==> src/rtl/spi_debug_pkg.sv <==
// Shared definitions for the debugger SPI command controller: opcode values,
// FSM state encoding and the default status bytes returned to the host.
package spi_debug_pkg;

  localparam logic [7:0] OP_NOP   = 8'h00;
  localparam logic [7:0] OP_ECHO  = 8'h01;
  localparam logic [7:0] OP_READ  = 8'h02;
  localparam logic [7:0] OP_WRITE = 8'h03;
  localparam logic [7:0] OP_BURST = 8'h04;

  localparam logic [7:0] STATUS_ACK_DEFAULT = 8'h5A;
  localparam logic [7:0] STATUS_ERR_DEFAULT = 8'hEE;
  localparam logic [7:0] TX_FILLER          = 8'h00;

  // S_CSUM is only reachable when write checksums are enabled
  typedef enum logic [2:0] {
    S_OPCODE = 3'd0,
    S_ECHO   = 3'd1,
    S_ADDR   = 3'd2,
    S_WDATA  = 3'd3,
    S_COUNT  = 3'd4,
    S_BURST  = 3'd5,
    S_CSUM   = 3'd6
  } state_e;

  function automatic logic is_known_opcode(input logic [7:0] op);
    return (op <= OP_BURST);
  endfunction

endpackage

==> src/rtl/spi_debug_command_controller_cs_sync.sv <==
// Chip-select synchroniser: brings the raw SPI cs_n into the FPGA clock
// domain through two flops and flags its rising edge (end of an SPI frame).
// Flops reset to 1 so an idle-high cs_n never produces a spurious edge.
module spi_cs_sync (
  input  logic i_clk,
  input  logic i_reset_n,
  input  logic i_cs_n,
  output logic o_cs_rise
);

  logic sync1_q, sync1_d;
  logic sync2_q, sync2_d;
  logic prev_q,  prev_d;

  // shift the raw chip select down the synchroniser chain
  always_comb begin
    sync1_d = i_cs_n;
    sync2_d = sync1_q;
    prev_d  = sync2_q;
  end

  // synchroniser and edge-history flops
  always_ff @(posedge i_clk or negedge i_reset_n) begin
    if (!i_reset_n) begin
      sync1_q <= 1'b1;
      sync2_q <= 1'b1;
      prev_q  <= 1'b1;
    end else begin
      sync1_q <= sync1_d;
      sync2_q <= sync2_d;
      prev_q  <= prev_d;
    end
  end

  assign o_cs_rise = sync2_q & ~prev_q;

endmodule

==> src/rtl/spi_debug_command_controller.sv <==
// Debugger SPI command sequencer. Decodes opcode/address/count/data frames
// from the SPI peripheral rx port, drives the debug register bus and loads
// exactly one tx byte per received byte.
// Optional build macro SPI_CMD_CHECKSUM_EN: WRITE frames carry a 4th
// checksum byte (OP_WRITE ^ addr ^ data) that must match before committing.
module spi_debug_command_controller
  import spi_debug_pkg::*;
#(
  parameter int          ADDR_W     = 8,
  parameter int          MAX_BURST  = 255,
  parameter logic [7:0]  STATUS_ACK = STATUS_ACK_DEFAULT,
  parameter logic [7:0]  STATUS_ERR = STATUS_ERR_DEFAULT
) (
  input  logic              i_clk,
  input  logic              i_reset_n,
  input  logic              i_rx_dv,
  input  logic [7:0]        i_rx_byte,
  output logic              o_tx_dv,
  output logic [7:0]        o_tx_byte,
  input  logic              i_spi_cs_n,
  output logic [ADDR_W-1:0] o_reg_addr,
  output logic              o_reg_wr,
  output logic [7:0]        o_reg_wdata,
  output logic              o_reg_rd,
  input  logic [7:0]        i_reg_rdata,
  output logic              o_busy,
  output logic              o_error
);

  state_e            state_q, state_d;
  logic [7:0]        op_q, op_d;
  logic [ADDR_W-1:0] addr_q, addr_d;
  logic [7:0]        wdata_q, wdata_d;
  logic [7:0]        remaining_q, remaining_d;
  logic              tx_dv_q, tx_dv_d;
  logic [7:0]        tx_byte_q, tx_byte_d;
  logic              reg_rd_q, reg_rd_d;
  logic              reg_wr_q, reg_wr_d;
  logic              rd_cap_q, rd_cap_d;
  logic              burst_rd_q, burst_rd_d;
  logic              burst_cap_q, burst_cap_d;
  logic              error_q, error_d;
`ifdef SPI_CMD_CHECKSUM_EN
  logic [7:0]        csum_q, csum_d;
`endif

  logic       cs_rise;
  logic [7:0] count_clamped;

  spi_cs_sync u_cs_sync (
    .i_clk     (i_clk),
    .i_reset_n (i_reset_n),
    .i_cs_n    (i_spi_cs_n),
    .o_cs_rise (cs_rise)
  );

  assign count_clamped = (32'(i_rx_byte) > MAX_BURST) ? 8'(MAX_BURST) : i_rx_byte;

  // state register plus all datapath flops
  always_ff @(posedge i_clk or negedge i_reset_n) begin
    if (!i_reset_n) begin
      state_q     <= S_OPCODE;
      op_q        <= 8'h00;
      addr_q      <= '0;
      wdata_q     <= 8'h00;
      remaining_q <= 8'h00;
      tx_dv_q     <= 1'b0;
      tx_byte_q   <= 8'h00;
      reg_rd_q    <= 1'b0;
      reg_wr_q    <= 1'b0;
      rd_cap_q    <= 1'b0;
      burst_rd_q  <= 1'b0;
      burst_cap_q <= 1'b0;
      error_q     <= 1'b0;
`ifdef SPI_CMD_CHECKSUM_EN
      csum_q      <= 8'h00;
`endif
    end else begin
      state_q     <= state_d;
      op_q        <= op_d;
      addr_q      <= addr_d;
      wdata_q     <= wdata_d;
      remaining_q <= remaining_d;
      tx_dv_q     <= tx_dv_d;
      tx_byte_q   <= tx_byte_d;
      reg_rd_q    <= reg_rd_d;
      reg_wr_q    <= reg_wr_d;
      rd_cap_q    <= rd_cap_d;
      burst_rd_q  <= burst_rd_d;
      burst_cap_q <= burst_cap_d;
      error_q     <= error_d;
`ifdef SPI_CMD_CHECKSUM_EN
      csum_q      <= csum_d;
`endif
    end
  end

  // next-state: frame decode on each rx byte; a cs_n rise aborts to S_OPCODE
  always_comb begin
    state_d = state_q;
    if (cs_rise) begin
      state_d = S_OPCODE;
    end else if (i_rx_dv) begin
      case (state_q)
        S_OPCODE: begin
          case (i_rx_byte)
            OP_ECHO:                     state_d = S_ECHO;
            OP_READ, OP_WRITE, OP_BURST: state_d = S_ADDR;
            default:                     state_d = S_OPCODE;
          endcase
        end
        S_ECHO:  state_d = S_OPCODE;
        S_ADDR: begin
          if (op_q == OP_WRITE)      state_d = S_WDATA;
          else if (op_q == OP_BURST) state_d = S_COUNT;
          else                       state_d = S_OPCODE;
        end
`ifdef SPI_CMD_CHECKSUM_EN
        S_WDATA: state_d = S_CSUM;
        S_CSUM:  state_d = S_OPCODE;
`else
        S_WDATA: state_d = S_OPCODE;
`endif
        S_COUNT: state_d = (i_rx_byte == 8'h00) ? S_OPCODE : S_BURST;
        S_BURST: state_d = (remaining_q == 8'h00) ? S_OPCODE : S_BURST;
        default: state_d = S_OPCODE;
      endcase
    end
  end

  // outputs/datapath: tx byte selection, register strobes and read-data return
  always_comb begin
    op_d        = op_q;
    addr_d      = addr_q;
    wdata_d     = wdata_q;
    remaining_d = remaining_q;
    tx_dv_d     = 1'b0;
    tx_byte_d   = tx_byte_q;
    reg_rd_d    = 1'b0;
    reg_wr_d    = 1'b0;
    rd_cap_d    = reg_rd_q;
    burst_rd_d  = 1'b0;
    burst_cap_d = burst_rd_q;
    error_d     = error_q;
`ifdef SPI_CMD_CHECKSUM_EN
    csum_d      = csum_q;
`endif

    if (cs_rise) begin
      rd_cap_d    = 1'b0;
      burst_cap_d = 1'b0;
      error_d     = 1'b0;
    end else begin
      if (rd_cap_q) begin
        tx_dv_d   = 1'b1;
        tx_byte_d = i_reg_rdata;
        if (burst_cap_q) begin
          addr_d = addr_q + ADDR_W'(1);
        end
      end

      if (i_rx_dv) begin
        case (state_q)
          S_OPCODE: begin
            op_d    = i_rx_byte;
            tx_dv_d = 1'b1;
            if (is_known_opcode(i_rx_byte)) begin
              tx_byte_d = STATUS_ACK;
            end else begin
              tx_byte_d = STATUS_ERR;
              error_d   = 1'b1;
            end
          end
          S_ECHO: begin
            tx_dv_d   = 1'b1;
            tx_byte_d = i_rx_byte;
          end
          S_ADDR: begin
            addr_d = ADDR_W'(i_rx_byte);
`ifdef SPI_CMD_CHECKSUM_EN
            csum_d = OP_WRITE ^ i_rx_byte;
`endif
            if (op_q == OP_READ) begin
              reg_rd_d = 1'b1;
            end else begin
              tx_dv_d   = 1'b1;
              tx_byte_d = TX_FILLER;
            end
          end
          S_WDATA: begin
            wdata_d = i_rx_byte;
            tx_dv_d = 1'b1;
`ifdef SPI_CMD_CHECKSUM_EN
            csum_d    = csum_q ^ i_rx_byte;
            tx_byte_d = TX_FILLER;
`else
            reg_wr_d  = 1'b1;
            tx_byte_d = STATUS_ACK;
`endif
          end
`ifdef SPI_CMD_CHECKSUM_EN
          S_CSUM: begin
            tx_dv_d = 1'b1;
            if (i_rx_byte == csum_q) begin
              reg_wr_d  = 1'b1;
              tx_byte_d = STATUS_ACK;
            end else begin
              tx_byte_d = STATUS_ERR;
              error_d   = 1'b1;
            end
          end
`endif
          S_COUNT: begin
            if (i_rx_byte == 8'h00) begin
              tx_dv_d   = 1'b1;
              tx_byte_d = TX_FILLER;
            end else begin
              reg_rd_d    = 1'b1;
              burst_rd_d  = 1'b1;
              remaining_d = count_clamped - 8'd1;
            end
          end
          S_BURST: begin
            if (remaining_q != 8'h00) begin
              reg_rd_d    = 1'b1;
              burst_rd_d  = 1'b1;
              remaining_d = remaining_q - 8'd1;
            end else begin
              tx_dv_d   = 1'b1;
              tx_byte_d = TX_FILLER;
            end
          end
          default: begin
            tx_dv_d   = 1'b1;
            tx_byte_d = TX_FILLER;
          end
        endcase
      end
    end
  end

  assign o_tx_dv     = tx_dv_q;
  assign o_tx_byte   = tx_byte_q;
  assign o_reg_addr  = addr_q;
  assign o_reg_wr    = reg_wr_q;
  assign o_reg_wdata = wdata_q;
  assign o_reg_rd    = reg_rd_q;
  assign o_busy      = (state_q != S_OPCODE);
  assign o_error     = error_q;

endmodule

==> config.mk <==
export PLATFORM = sky130hd
export DESIGN_NAME = spi_debug_command_controller
export DESIGN_NICKNAME = d
export VERILOG_FILES = /design/src/rtl/spi_debug_pkg.sv /design/src/rtl/spi_debug_command_controller_cs_sync.sv /design/src/rtl/spi_debug_command_controller.sv
export SDC_FILE = /design/constraint.sdc
export NUM_CORES = 1
export LEC_CHECK = 0
export CORE_ASPECT_RATIO = 2
export CORE_MARGIN = 8
export CORE_UTILIZATION = 60
export CTS_BUF_LIST = sky130_fd_sc_hd__clkbuf_8
export CTS_CLUSTER_DIAMETER = 120
export DETAILED_ROUTE_END_ITERATION = 8
export MAX_ROUTING_LAYER = met4
export PLACE_DENSITY = 0.89
export SLEW_MARGIN = 20
export SYNTH_ARGS = -nofsm -noshare
export SYNTH_HDL_FRONTEND = slang
export SYNTH_SLANG_ARGS = --single-unit
==> constraint.sdc <==
create_clock -name i_clk -period 5.2 [get_ports i_clk]
set_input_delay 1.56 -clock i_clk [delete_from_list [all_inputs] [get_ports i_clk]]
set_output_delay 1.56 -clock i_clk [all_outputs]
set_load 0.05 [all_outputs]
==> impl_metrics.env, run 1 <==
export IMPL_post_cts_setup_buffers=0
export IMPL_cap_viol_max_count=0
export IMPL_yosysWarnings=0
export IMPL_gp_congestion=0.9708
export IMPL_drt_wl_total_um=7793
export IMPL_setup_tns_final_ns=0
export IMPL_worstPathArrival_ns=4.00
export IMPL_grt_pass1_vias=2556
export IMPL_synth_nets=353
export IMPL_crit_path_start="i_rx_byte[0]"
export IMPL_synth_edf_count=0
export IMPL_dr_total_vias=2619
export IMPL_worst_slack_ns=1.387
export IMPL_mappedNetlistArea_um2=2975
export IMPL_io_buffer_count=48
export IMPL_critPathKind="in2reg"
export IMPL_p_total_uw=911.8
export IMPL_hold_ws_ns=0.3585
export IMPL_pre_cts_ws_ns=1.142
export IMPL_dr_pass1_iters=4
export IMPL_r2r_start="u_cs_sync.prev_q$_DFF_PN1_"
export IMPL_std_cell_rows=36
export IMPL_fillers=372
export IMPL_worstHoldStart="u_cs_sync.sync1_q$_DFF_PN1_"
export IMPL_drive_gt1_frac=0.09315
export IMPL_grt_overflow=0
export IMPL_n_antenna_cell=0
export IMPL_finish_utilization=0.7383
export IMPL_drv_slew=0
export IMPL_mostFrequentLayoutCell="dfrtp_1"
export IMPL_finalHoldViolCount=0
export IMPL_leakage_nw=1.515
export IMPL_cts_sinks=53
export IMPL_grt_max_degree=54
export IMPL_max_slew_margin=0.5264
export IMPL_skew_ns=0.01618
export IMPL_peakVddDrop_v=0.0002547
export IMPL_cts_made_buffers=5
export IMPL_synth_flop_cell="dfrtp_1"
export IMPL_die_area_um2=7605
export IMPL_viasPerCell=6.206
export IMPL_synthDistinctLibCells=55
export IMPL_gr_usage_all_layers=0.2175
export IMPL_finalCritPeriodShare=0.7333
export IMPL_clk_latency_ns=0.31
export IMPL_route_detailed_drc=0
export IMPL_clock_path_buffers=2
export IMPL_status="finished, final reports clean"
export IMPL_layout_common_cells="dfrtp_1, clkdlybuf4s50_1, nand2_1"
export IMPL_critPathMaxFanout=18
export IMPL_ctsResizeCount=0
export IMPL_async_flop_share=1.000
export IMPL_seqCellArea_um2=1330
export IMPL_grt_setup_unrepaired="no"
export IMPL_startpoint_type="primary input"
export IMPL_ctsRootBufferMaster="clkbuf_8"
export IMPL_crit_required_ns=5.39
export IMPL_max_freq_ghz=0.2623
export IMPL_fin_cells=422
export IMPL_hp_class="reg2reg"
export IMPL_fp_dieH_um=115.6
export IMPL_post_route_min_period_ns=3.813
export IMPL_synth_seq_cells=53
export IMPL_antenna_found_initial=0
export IMPL_worst_setup_path_end_kind="flop"
export IMPL_placedCellCount=414
export IMPL_die_w_um=65.80
export IMPL_fin_nets=391
export IMPL_place_area_um2=3447
export IMPL_syn_area_per_cell_um2=9.127
export IMPL_power_density_nw_per_um2=256.2
export IMPL_setup_viol=0
export IMPL_post_dp_hpwl_um=5591
export IMPL_design_area_um2=3558
export IMPL_ys_seq_area_frac=0.4470
export IMPL_area_growth_pct=19.60
export IMPL_htreeDepth=2
export IMPL_grt_pass1_wl_um=12590
export IMPL_core_um2=4820
export IMPL_ant_nets=0
export IMPL_clk_pin_slew_ns=0.09
export IMPL_syn_inst=326
export IMPL_wl_per_cell_um=18.47
export IMPL_drt_initial_drc_count=178
export IMPL_hold_buffers=0
export IMPL_start_util=0.6173
export IMPL_pin_count=49
export IMPL_multi_input_area_um2=1510
export IMPL_cts_tree="done"
export IMPL_worstMarginPinSlew_ns=0.7085
-- routing by layer --
metal	track usage	part of all wire
met5	-	0
met4	0.1144	0.035
met3	0.03291	0.052
met2	0.3652	0.54
met1	0.2386	0.37
-- critical path: stages --
cell             delay, ns
clkdlybuf4s50_1       0.58
inv_1                 0.20
ha_1                  0.26
nor4b_1               0.14
a21o_2                0.25
nor3_4                0.51
o21ai_0               0.22
a22o_1                0.28
-- path summary, 6_finish.rpt --
path	end	slack, ns	depth (start not counted)
max	remaining_q[4]$_DFFE_PN0P_	1.39	8
min	u_cs_sync.prev_d$_DFF_PN1_	0.36	0
max reg2reg	remaining_q[4]$_DFFE_PN0P_	2.78	5
min reg2reg	u_cs_sync.prev_d$_DFF_PN1_	0.36	0
max in group asynchronous	op_q[6]$_DFFE_PN0P_	3.39	2
min in group asynchronous	remaining_q[2]$_DFFE_PN0P_	1.36	2
-- layout make-up --
| cell class | count | share of cell area |
|---|---|---|
| clock buffer | 5 | 0.01934 |
| clock inverter | 3 | 0.01196 |
| inverter | 12 | 0.01266 |
| multi-input combinational | 242 | 0.4244 |
| sequential | 53 | 0.3738 |
| tap | 57 | 0.02004 |
| timing repair buffer | 50 | 0.1378 |
-- cells in the mapped netlist (2+ instances only) --
master      n  area, µm²
and2_1      4      25.02
dfrtp_1    50       1251
nand2b_1    9      56.30
and3_1      3      18.77
or3_1       3      18.77
a221o_1     2      20.02
xor2_1      2      17.52
a31oi_1     4      25.02
a21boi_0    5      37.54
nand3_1    12      60.06
o221ai_1    2      17.52
xnor2_1     4      35.03
nor3_1      6      30.03
a2bb2oi_1   5      43.79
a21o_1      6      45.04
or2_2       2      12.51
a21oi_1    27      135.1
mux2_2     10      112.6
nand2_1    41      153.9
dfstp_2     3      78.83
ha_1        7      87.58
nor2_1     18      67.56
o2111ai_1   3      26.28
o21ai_0    27      135.1
nor3b_1     2      15.01
o22ai_1     9      56.30
inv_1      12      45.04
nor2b_1     7      43.79
clkbuf_1   15      56.30
-- cell families (layout without fill, tap and decap cells) --
group                    after synthesis  count (layout)  share of synthesized area
adder cells (fa/ha/maj)                7               7                    0.02944
flip-flops                            53              53                     0.4470
multiplexers                          11              11                    0.04121
AO/OA/AOI/OAI                         98              98                     0.2048
AND/OR/NAND/NOR                      120             120                     0.2145
XOR/XNOR                               6               6                    0.01766
buffers and inverters                 31              70                    0.04541
-- report_power, final --
| group | internal, mW | total [mW] | switching (mW) | leakage, nW |
|---|---|---|---|---|
| clock | 0.143 | 0.283 | 0.140 | 0.0595 |
| sequential | 0.435 | 0.454 | 0.0193 | 0.646 |
| combinational | 0.0662 | 0.174 | 0.108 | 0.809 |
| total | 0.644 | 0.912 | 0.268 | 1.51 |
-- flip-flops by register name (all words and copies together) (netlist names) --
| signal | count |
|---|---|
| remaining_q | 8 |
| u_cs_sync.prev_q | 1 |
| o_reg_rd | 1 |
| o_reg_addr | 8 |
| state_q | 3 |
| rd_cap_q | 1 |
| op_q | 8 |
| o_error | 1 |
| u_cs_sync.sync1_q | 1 |
| o_reg_wdata | 8 |
| o_tx_dv | 1 |
| burst_rd_q | 1 |
| u_cs_sync.prev_d | 1 |
| o_tx_byte | 8 |
| burst_cap_q | 1 |
| o_reg_wr | 1 |
Note: power is estimated with default switching activity, not from simulation.
==> run 2: changes to the inputs <==
- CORE_UTILIZATION: 60 -> 50
- PLACE_DENSITY: 0.89 -> 0.8
- clock period: 5.2 -> 3.2 ns (I/O delays scaled with it)
==> run 2 against run 1 <==
Effect of this change: flip-flop and latch count did not move; sequential share of layout area fell by 1.3 points; sequential power rose by 63%; utilization fell by 11 points; global-route usage fell by 2.8 points; clock power rose by 73%; register-to-register slack got worse by 1.9 ns; first-iteration DRC count rose by 19%; cell area rose by 3.6%; count of clock-buffer cells in the layout rose by 1.
==> impl_metrics.env, run 2 (same netlist as run 1, synthesis figures left out) <==
export IMPL_status="finished, final reports clean"
export IMPL_fin_nets=406
export IMPL_worstMarginPinSlew_ns=0.8127
export IMPL_startpoint_type="flop"
export IMPL_drv_slew=0
export IMPL_pre_cts_ws_ns=0.1765
export IMPL_skew_ns=0.01133
export IMPL_seqPwrFrac=0.483
export IMPL_setup_tns_final_ns=0
export IMPL_multi_input_area_um2=1510
export IMPL_critPathKind="reg2out"
export IMPL_worstPathArrival_ns=2.10
export IMPL_worst_setup_path_end_kind="output port"
export IMPL_layout_common_cells="dfrtp_1, clkdlybuf4s50_1, nand2_1"
export IMPL_cts_made_buffers=5
export IMPL_route_detailed_drc=0
export IMPL_area_growth_pct=23.93
export IMPL_mostFrequentLayoutCell="dfrtp_1"
export IMPL_drive_gt1_frac=0.1316
export IMPL_leakage_nw=1.586
export IMPL_core_um2=5856
export IMPL_max_freq_ghz=0.3271
export IMPL_viasPerCell=5.991
export IMPL_post_route_min_period_ns=3.057
export IMPL_cts_sinks=53
export IMPL_clk_latency_ns=0.32
export IMPL_grt_setup_unrepaired="no"
export IMPL_critPathMaxFanout=11
export IMPL_clock_path_buffers=2
export IMPL_ctsResizeCount=0
export IMPL_die_area_um2=8824
export IMPL_cts_tree="done"
export IMPL_setup_viol=0
export IMPL_worst_slack_ns=0.1428
export IMPL_grt_overflow=0
export IMPL_p_sw_uw=447.8
export IMPL_cap_viol_max_count=0
export IMPL_grt_max_degree=23
export IMPL_seqCellArea_um2=1330
export IMPL_clkPwrFrac=0.320
export IMPL_io_buffer_count=48
export IMPL_finalCritPeriodShare=0.9554
export IMPL_clk_pin_slew_ns=0.10
export IMPL_hp_class="reg2reg"
export IMPL_grt_pass1_vias=2744
export IMPL_finalHoldViolCount=0
export IMPL_dr_pass1_iters=5
export IMPL_grt_pass1_wl_um=13450
export IMPL_start_util=0.5081
export IMPL_pin_count=49
export IMPL_htreeDepth=2
export IMPL_fillers=514
export IMPL_internal_power_mw=1.080
export IMPL_post_cts_setup_buffers=0
export IMPL_drt_initial_drc_count=211
export IMPL_std_cell_rows=40
export IMPL_n_antenna_cell=0
export IMPL_peakVddDrop_v=0.0003586
export IMPL_dr_total_vias=2654
export IMPL_post_dp_hpwl_um=6194
export IMPL_sw_frac_of_total=0.2931
export IMPL_gr_usage_all_layers=0.1892
export IMPL_hold_buffers=0
export IMPL_gp_congestion=0.9410
export IMPL_fp_dieH_um=125.1
export IMPL_max_slew_margin=0.4571
export IMPL_pwr_share_comb=0.197
export IMPL_ctsRootBufferMaster="clkbuf_8"
export IMPL_power_density_nw_per_um2=414.3
export IMPL_drt_wl_total_um=8167
export IMPL_crit_required_ns=2.24
export IMPL_wl_per_cell_um=18.44
export IMPL_ant_nets=0
export IMPL_die_w_um=70.55
export IMPL_antenna_found_initial=0
export IMPL_hold_ws_ns=0.3604
run 2: final cells by class:
type | count | area share
Clock buffer | 6 | 0.02240
Multi-Input combinational cell | 242 | 0.4096
Tap cell | 63 | 0.02138
Clock inverter | 2 | 0.01018
Inverter | 12 | 0.01222
Sequential cell | 53 | 0.3607
Timing Repair Buffer | 65 | 0.1636
run 2: power groups by stage:
stage          logic, mW  registers (mW)  clock network (mW)
3_3_place_gp       0.294           0.748                   0
3_5_place_dp       0.301           0.751                   0
4_1_cts            0.303           0.738               0.497
2_1_floorplan      0.102           0.816                   0
6_report           0.301           0.738               0.489
5_1_grt            0.323           0.743               0.517
run 2: worst max-delay path: stages, from the launching register on:
cell,delay [ns]
dfrtp_1,0.51
nor3_1,0.35
inv_1,0.18
clkdlybuf4s50_1,0.73
run 2: path summary, 6_finish.rpt:
kind / startpoint / to / slack, ns / cells past startpoint
max: state_q[1]$_DFFE_PN0P_ / o_busy / 0.14 / 3
min: u_cs_sync.sync1_q$_DFF_PN1_ / u_cs_sync.prev_d$_DFF_PN1_ / 0.36 / 0
max reg2reg: remaining_q[0]$_DFFE_PN0P_ / o_tx_byte[2]$_DFFE_PN0N_ / 0.88 / 8
min reg2reg: u_cs_sync.sync1_q$_DFF_PN1_ / u_cs_sync.prev_d$_DFF_PN1_ / 0.36 / 0
max in group asynchronous: i_reset_n / u_cs_sync.sync1_q$_DFF_PN1_ / 1.90 / 2
min in group asynchronous: i_reset_n / remaining_q[1]$_DFFE_PN0P_ / 0.61 / 1
run 2: stage by stage:
stage            util  power, mW  std cells  instance area [µm²]
2_1_floorplan       -     0.9177        326                 2975
3_3_place_gp   0.6092      1.042        435                 3567
3_5_place_dp   0.6092      1.052        435                 3567
4_1_cts        0.6297      1.538        443                 3687
5_1_grt        0.6297      1.584        443                 3687
6_report       0.6297      1.528        443                 3687
run 2: per-layer routing:
layer	wire length [µm]	GRT usage
met5	0	-
met2	4045	0.3044
met3	470	0.04196
met4	204	0.08285
met1	3446	0.2198
==> run 3: changes to the inputs <==
- CORE_MARGIN: 8 -> unset
- GPL_ROUTABILITY_DRIVEN: unset -> 0
- MAX_ROUTING_LAYER: met4 -> unset
==> run 3 against run 2 <==
Effect of this change: final cell count decreased by 0.45%; global-route usage is 7.6 points higher; hold slack better by 0.0018 ns; critical path type unchanged; largest cell class unchanged; largest power group unchanged.
==> impl_metrics.env, run 3 (same netlist as run 1, synthesis figures left out) <==
export IMPL_fin_cells=441
export IMPL_max_freq_ghz=0.3288
export IMPL_dr_pass1_iters=4
export IMPL_grt_pass1_wl_um=12810
export IMPL_fp_dieH_um=111.1
export IMPL_placedCellCount=433
export IMPL_cts_made_buffers=5
export IMPL_setup_tns_final_ns=0
export IMPL_antenna_found_initial=0
export IMPL_mostFrequentLayoutCell="dfrtp_1"
export IMPL_critPathMaxFanout=6
export IMPL_max_slew_margin=0.5644
export IMPL_pre_cts_ws_ns=0.2176
export IMPL_worstPathArrival_ns=2.08
export IMPL_grt_overflow=0
export IMPL_crit_path_top_delay_cell="clkdlybuf4s50_1"
export IMPL_worstMarginPinSlew_ns=0.6526
export IMPL_fin_nets=406
export IMPL_ctsResizeCount=0
export IMPL_status="finished, final reports clean"
export IMPL_startpoint_type="flop"
export IMPL_grt_max_degree=47
export IMPL_power_density_nw_per_um2=394.7
export IMPL_die_w_um=56.55
export IMPL_r2r_end="o_tx_byte[2]$_DFFE_PN0N_"
export IMPL_design_area_um2=3669
export IMPL_skew_ns=0.006965
export IMPL_drt_wl_total_um=7758
export IMPL_clk_pin_slew_ns=0.09
export IMPL_post_route_min_period_ns=3.041
export IMPL_post_dp_hpwl_um=5775
export IMPL_layout_common_cells="dfrtp_1, clkdlybuf4s50_1, nand2_1"
export IMPL_io_buffer_count=48
export IMPL_worstHoldStart="u_cs_sync.sync1_q$_DFF_PN1_"
export IMPL_crit_path_start="state_q[2]$_DFFE_PN0P_"
export IMPL_setup_viol=0
export IMPL_drv_slew=0
export IMPL_peakVddDrop_v=0.0004576
export IMPL_finalCritPeriodShare=0.9503
export IMPL_clock_path_buffers=2
export IMPL_std_cell_rows=39
export IMPL_drive_gt1_frac=0.1316
export IMPL_dr_total_vias=2671
export IMPL_path_buf_inv=2
export IMPL_hp_class="reg2reg"
export IMPL_critical_path_max_stage_delay_ns=0.73
export IMPL_grt_setup_unrepaired="no"
export IMPL_grt_pass1_vias=2591
export IMPL_ant_nets=0
export IMPL_r2r_start="remaining_q[0]$_DFFE_PN0P_"
export IMPL_finish_utilization=0.6426
export IMPL_worst_slack_ns=0.1589
export IMPL_crit_required_ns=2.24
export IMPL_viasPerCell=6.057
export IMPL_post_cts_setup_buffers=0
export IMPL_critPathKind="reg2out"
export IMPL_p_total_mw=1.448
export IMPL_area_growth_pct=23.30
export IMPL_n_antenna_cell=0
export IMPL_hold_end="u_cs_sync.prev_d$_DFF_PN1_"
export IMPL_pin_count=49
export IMPL_route_detailed_drc=0
export IMPL_clk_latency_ns=0.32
export IMPL_start_util=0.5211
export IMPL_ctsRootBufferMaster="clkbuf_8"
export IMPL_core_um2=5709
export IMPL_cts_sinks=53
export IMPL_drt_initial_drc_count=130
export IMPL_cap_viol_max_count=0
export IMPL_whs_path_depth=0
export IMPL_hold_ws_ns=0.3623
export IMPL_leakage_nw=1.584
export IMPL_reg2reg_slack_ns=1.03
export IMPL_worst_setup_path_end_kind="output port"
export IMPL_hold_buffers=0
export IMPL_finalHoldViolCount=0
export IMPL_htreeDepth=2
export IMPL_crit_family="buffers and inverters"
export IMPL_r2r_cells=8
export IMPL_die_area_um2=6282
export IMPL_place_area_um2=3565
export IMPL_gr_usage_all_layers=0.2655
export IMPL_cts_tree="done"
export IMPL_path_cells="nor3_1 -> inv_1 -> clkdlybuf4s50_1"
export IMPL_wl_per_cell_um=17.59
run 3: cell count changes in the layout (fill, tap and decap cells not counted), sizes merged:
| cell | before | now |
|---|---|---|
| bufinv | 1 | 0 |
| clkbuf | 6 | 7 |
| clkinv | 0 | 1 |
| clkinvlp | 1 | 0 |
run 3: metal layers:
layer / global-route usage / wire [µm]
met5: 0 / 0
met4: 0.1805 / 488
met3: 0.04901 / 347
met2: 0.4533 / 4123
met1: 0.2873 / 2798
run 3: report_power, final:
group          internal, mW  leakage, nW  total [mW]  switching (mW)
Sequential            0.707        0.646       0.738          0.0312
Combinational         0.118        0.884       0.299           0.181
Clock                 0.196       0.0542       0.411           0.215
Total                  1.02         1.58        1.45           0.427
run 3: how the worst max path moves through the flow:
| stage | endpoint | slack (ns) | depth (start not counted) |
|---|---|---|---|
| 4_1_cts | o_busy | 0.18 | 3 |
| 2_1_floorplan | remaining_q[4]$_DFFE_PN0P_ | 0.83 | 7 |
| 3_5_place_dp | remaining_q[0]$_DFFE_PN0P_ | 0.22 | 9 |
| 3_3_place_gp | remaining_q[0]$_DFFE_PN0P_ | 0.26 | 9 |
| 6_report | o_busy | 0.16 | 3 |
| 5_1_grt | o_busy | 0.1 | 3 |
run 3: final cells by class:
cell class | instances | area (µm²)
clock buffer | 7 | 96.34
timing repair buffer | 65 | 605.6
fill | 466 | 2041
inverter | 12 | 45.04
clock inverter | 1 | 5.005
sequential | 53 | 1330
multi-input combinational | 242 | 1510
tap | 61 | 76.32
